### src/rtl/rx_frame_parser.sv
// Host-command frame receiver: hunts for HEADER, collects NBYTES payload bytes plus an
// optional additive checksum, then publishes the payload atomically or reports the discard.
module rx_frame_parser #(
  parameter int         NBYTES  = 5,
  parameter logic [7:0] HEADER  = 8'hAA,
  parameter bit         CHK_EN  = 1'b1,
  parameter int         TIMEOUT = 50000
) (
  input  logic                  clk,
  input  logic                  rst,
  input  logic                  rxen,
  input  logic [7:0]            rxdb,
  output logic [8*NBYTES-1:0]   data_out,
  output logic                  frame_vld,
  output logic                  frame_err,
  output logic [1:0]            err_code,
  output logic                  busy,
  output logic [7:0]            frame_cnt
);

  localparam int              IW       = (NBYTES > 1) ? $clog2(NBYTES) : 1;
  localparam logic [IW-1:0]   LAST_IDX = IW'(NBYTES - 1);
  localparam logic [15:0]     TO_LAST  = (TIMEOUT > 0) ? 16'(TIMEOUT - 1) : 16'd0;
  localparam logic [1:0]      ERR_NONE = 2'b00;
  localparam logic [1:0]      ERR_CHK  = 2'b01;
  localparam logic [1:0]      ERR_TO   = 2'b10;

  typedef enum logic [1:0] {
    IDLE    = 2'd0,
    PAYLOAD = 2'd1,
    CHECK   = 2'd2
  } state_t;

  state_t              state;
  logic [IW-1:0]       idx;
  logic [7:0]          sum;
  logic [15:0]         timer;
  logic [8*NBYTES-1:0] shadow;
  logic [8*NBYTES-1:0] merged;
  logic                timeout_hit;

  // Shadow with the incoming byte already in its slot, so a checksum-less frame
  // can commit the final byte in the same edge that receives it.
  always_comb begin
    merged = shadow;
    merged[8*idx +: 8] = rxdb;
  end

  // The limit is reached only on an idle cycle; a byte on that cycle wins.
  assign timeout_hit = (TIMEOUT != 0) && !rxen && (timer == TO_LAST);

  assign busy = (state != IDLE);

  always_ff @(posedge clk) begin
    if (!rst) begin
      state     <= IDLE;
      idx       <= '0;
      sum       <= 8'd0;
      timer     <= 16'd0;
      shadow    <= '0;
      data_out  <= '0;
      frame_vld <= 1'b0;
      frame_err <= 1'b0;
      err_code  <= ERR_NONE;
      frame_cnt <= 8'd0;
    end else begin
      frame_vld <= 1'b0;
      frame_err <= 1'b0;

      case (state)
        IDLE: begin
          if (rxen && (rxdb == HEADER)) begin
            state <= PAYLOAD;
            idx   <= '0;
            sum   <= 8'd0;
            timer <= 16'd0;
          end
        end

        PAYLOAD: begin
          if (rxen) begin
            shadow <= merged;
            sum    <= sum + rxdb;
            timer  <= 16'd0;
            if (idx == LAST_IDX) begin
              idx <= '0;
              if (CHK_EN) begin
                state <= CHECK;
              end else begin
                state     <= IDLE;
                data_out  <= merged;
                frame_vld <= 1'b1;
                err_code  <= ERR_NONE;
                frame_cnt <= frame_cnt + 8'd1;
              end
            end else begin
              idx <= idx + 1'b1;
            end
          end else if (timeout_hit) begin
            state     <= IDLE;
            idx       <= '0;
            timer     <= 16'd0;
            frame_err <= 1'b1;
            err_code  <= ERR_TO;
          end else begin
            timer <= timer + 16'd1;
          end
        end

        CHECK: begin
          if (rxen) begin
            state <= IDLE;
            timer <= 16'd0;
            if (rxdb == sum) begin
              data_out  <= shadow;
              frame_vld <= 1'b1;
              err_code  <= ERR_NONE;
              frame_cnt <= frame_cnt + 8'd1;
            end else begin
              frame_err <= 1'b1;
              err_code  <= ERR_CHK;
            end
          end else if (timeout_hit) begin
            state     <= IDLE;
            timer     <= 16'd0;
            frame_err <= 1'b1;
            err_code  <= ERR_TO;
          end else begin
            timer <= timer + 16'd1;
          end
        end

        default: state <= IDLE;
      endcase
    end
  end

endmodule

### config.mk
export PLATFORM = sky130hd
export DESIGN_NAME = rx_frame_parser
export DESIGN_NICKNAME = d
export VERILOG_FILES = /design/src/rtl/rx_frame_parser.sv
export SDC_FILE = /design/constraint.sdc
export NUM_CORES = 1
export LEC_CHECK = 0
export ABC_AREA = 1
export BUFFER_PORTS_ARGS = -buffer_cell sky130_fd_sc_hd__clkbuf_2
export CAP_MARGIN = 20
export CORE_MARGIN = 2
export CORE_UTILIZATION = 53
export DETAILED_ROUTE_END_ITERATION = 8
export PLACE_DENSITY = 0.81
export SYNTH_ARGS = -nofsm -noshare
export SYNTH_HDL_FRONTEND = slang
export SYNTH_SLANG_ARGS = --single-unit
### constraint.sdc
create_clock -name clk -period 1.85 [get_ports clk]
set_input_delay 0.2775 -clock clk [delete_from_list [all_inputs] [get_ports clk]]
set_output_delay 0.2775 -clock clk [all_outputs]
set_load 0.01 [all_outputs]
==> flow_summary.ini <==
[run_status]
outcome = finished, final reports clean

[clocking]
htree_levels = 4
root_buffer = clkbuf_8
cts_hold_buf = 0
cts_tree = built
cts_buffer_depth = 2
clk_latency_ns = 0.53
cts_num_sinks = 121
cts_buffers = 17
clk_pin_slew_ns = 0.06

[final_layout]
syn2layout_area_growth_pct = 24.1
drive_above_1_share = 0.206
final_nets = 948
finalInstanceArea_um2 = 7250
num_antenna_cells = 0
fill_cells = 840

[setup_path]
critPathRequiredTime_ns = 1.57
cp_max_fo = 5
startpoint_type = flip-flop
crit_chain = inv_1, ha_2, inv_2, clkbuf_2
worstPathArrival_ns = 1.50
critPathCaptureType = output port
crit_type = flip-flop to output port
cp_slowest_stage_delay_ns = 0.40
cp_slowest_cell = dfxtp_1

[sta]
worst_slew_pin_slew_ns = 0.527
setup_viol = 0
fin_crit_ns = 1.77
fin_setup_tns_ns = 0
hold_viol_final = 0
rsz0062_at_grt = true
drv_slew = 0
finalCritPeriodShare = 0.959
fmax_ghz = 0.564
max_slew_margin = 0.648
clock-skew-final_ns = 0.00505
timing.hold.ws_ns = 0.181

[yosys]
synth_area_um2 = 5840
synth_edf_count = 0
synth_ff_type = dfxtp_1
synthXorXnorAreaFrac = 0.00879
synth_cell_type_count = 41
synthArstFlopShare = 0
netlist_instances = 814
yosys_warnings = 0
yosysTopAreaCell = dfxtp_1
synthSimpleGateAreaFrac = 0.296
ys_seq_area_frac = 0.415
synthMuxAreaShare = 0
synthTopCellsByArea = dfxtp_1 41%, nand2_1 12%, a21oi_1 8.0%, nor2_1 6.7%, inv_1 4.6%
yosys.area_share.adder = 0.0463
synth.ff_latch_count = 121
syn-num-nets = 846
synth_top_family_by_area = simple AND/OR/NAND/NOR gates
synth_top_area_share = 0.415
synth-compound-area-share = 0.148
syn_area_per_cell_um2 = 7.17

[grt]
grt_antenna_before_repair = 0
use_met2 = 0.441
grt_pass1_wl_mm = 24.5
busiest_layer = met2
grt_max_degree = 58
grt_use_met3 = 0.0562
track_usage = 0.264
met1_usage = 0.329
grt_overflow_total = 0
grt_pass1_vias = 5188

[die]
pin_count = 64
placementRows = 38
dieArea_um2 = 11900
die_w_um = 109
start_util = 0.541
die_h_um = 109
core_um2 = 10800

[drt]
drc = 0
num_vias = 5748
drtAntennaViolNets = 0
wl_mm = 15.2
drt_first_pass_iters = 7
first_iter_violations = 487
via_per_inst = 5.38
wl_per_cell_um = 14.2

[place]
hpwl_mm = 10.2
dpl_cell_area_um2 = 6550
gp_congestion = 0.953
portBuffers = 63

[power]
netSwitchingFraction = 0.255
pwr_density_cell_nw_per_um2 = 912
peakVddDrop_mv = 0.641
leakage_nw = 3.02
clockPowerShare = 0.511
p_int_mw = 4.93
p_seq_frac = 0.401
combPwrFrac = 0.088
switchingPower_mw = 1.68

[hold_path]
hold_path_class = primary input to flip-flop

[flow_run]
maxCapViolCount = 0
layer usage:
layer  vias up  wire, µm
li1       2872         -
met1      2624      6550
met2       214      7260
met3        38       969
met4         0       388
met5         -         0
what timing repair did:
| item | in CTS | in global routing |
|---|---|---|
| hold endpoints to repair | 0 | 0 |
| pin swaps | 0 | 2 |
| gates cloned | 0 | 1 |
| setup endpoints to repair | 1 | 37 |
| resized for setup | 2 | 17 |
| setup buffers | 0 | 2 |
placed cells by master (no fill, tap or decap), drive strengths merged:
master and n:
nor2 111, and2 1, o21ai 53, o211a 3, a211oi 2, nor3 8
and3 1, fa 1, clkinv 3, a21oi 93, a31oi 3, ha 20
nand3b 1, clkinvlp 2, nor3b 2, nand4 15, nor4 6, a21boi 1
bufinv 3, dfxtp 121, buf 52, inv 84, xor2 2, or2 1
o21bai 6, xnor2 3, nand2 194, clkbuf 82, nand3 55
cell families after synthesis:
group,Yosys count
AND/OR/NAND/NOR,395
AO/OA/AOI/OAI,161
flip-flops,121
buffers and inverters,111
adder cells (fa/ha/maj),21
XOR/XNOR,5
final timing paths:
kind | start | to | slack (ns) | depth (start not counted)
min | rxdb[7] | shadow[39] | 0.18 | 3
max | state[1] | busy | 0.08 | 4
min reg2reg | shadow[14] | data_out[14] | 0.46 | 2
max reg2reg | idx[1] | shadow[20] | 0.10 | 10
layout make-up:
cell class                 instances  area [µm²]  share of cell area
clock buffer                      18         418              0.0577
inverter                          78         303              0.0418
timing repair buffer             116         781               0.108
multi-input combinational        582        2960               0.408
sequential                       121        2420               0.334
tap                              140         175              0.0242
clock inverter                    14         186              0.0257
state kept, by name (all words and copies together), names as in the netlist:
| signal | cells |
|---|---|
| frame_err | 1 |
| shadow | 40 |
| frame_cnt | 8 |
| idx | 3 |
| frame_vld | 1 |
| sum | 8 |
| data_out | 40 |
| state | 2 |
| timer | 16 |
| err_code | 2 |
per-stage QoR:
step	util	total power, mW	cells	setup WS, ns
4_1_cts	0.663	6.60	1066	0.00383
2_1_floorplan	-	3.05	814	0.0121
3_3_place_gp	0.607	3.24	1034	0.0622
3_5_place_dp	0.607	3.25	1034	0.0386
6_report	0.671	6.61	1069	0.0764
5_1_grt	0.671	6.83	1069	-0.0396
critical path, delay by kind of cell, from the launching register on:
| family | cells | cell delay (ns) |
|---|---|---|
| flip-flops | 1 | 0.40 |
| buffers and inverters | 3 | 0.35 |
| adder cells (fa/ha/maj) | 1 | 0.22 |
cells in the mapped netlist (all sizes together), types with 2 or more instances:
cell type / instances
a211oi: 2
a21oi: 93
a31oi: 3
buf: 21
clkbuf: 12
dfxtp: 121
ha: 20
inv: 78
nand2: 194
nand3: 55
nand4: 15
nor2: 111
nor3: 8
nor3b: 2
nor4: 6
o211a: 3
o21ai: 53
o21bai: 6
xnor2: 3
xor2: 2
power groups by stage:
stage | Clock, mW | Sequential (mW) | Combinational, mW
2_1_floorplan | 0 | 2.70 | 0.349
3_3_place_gp | 0 | 2.71 | 0.533
3_5_place_dp | 0 | 2.71 | 0.539
4_1_cts | 3.40 | 2.65 | 0.549
5_1_grt | 3.54 | 2.65 | 0.637
6_report | 3.38 | 2.65 | 0.582
Note: power is estimated with default switching activity, not from simulation.
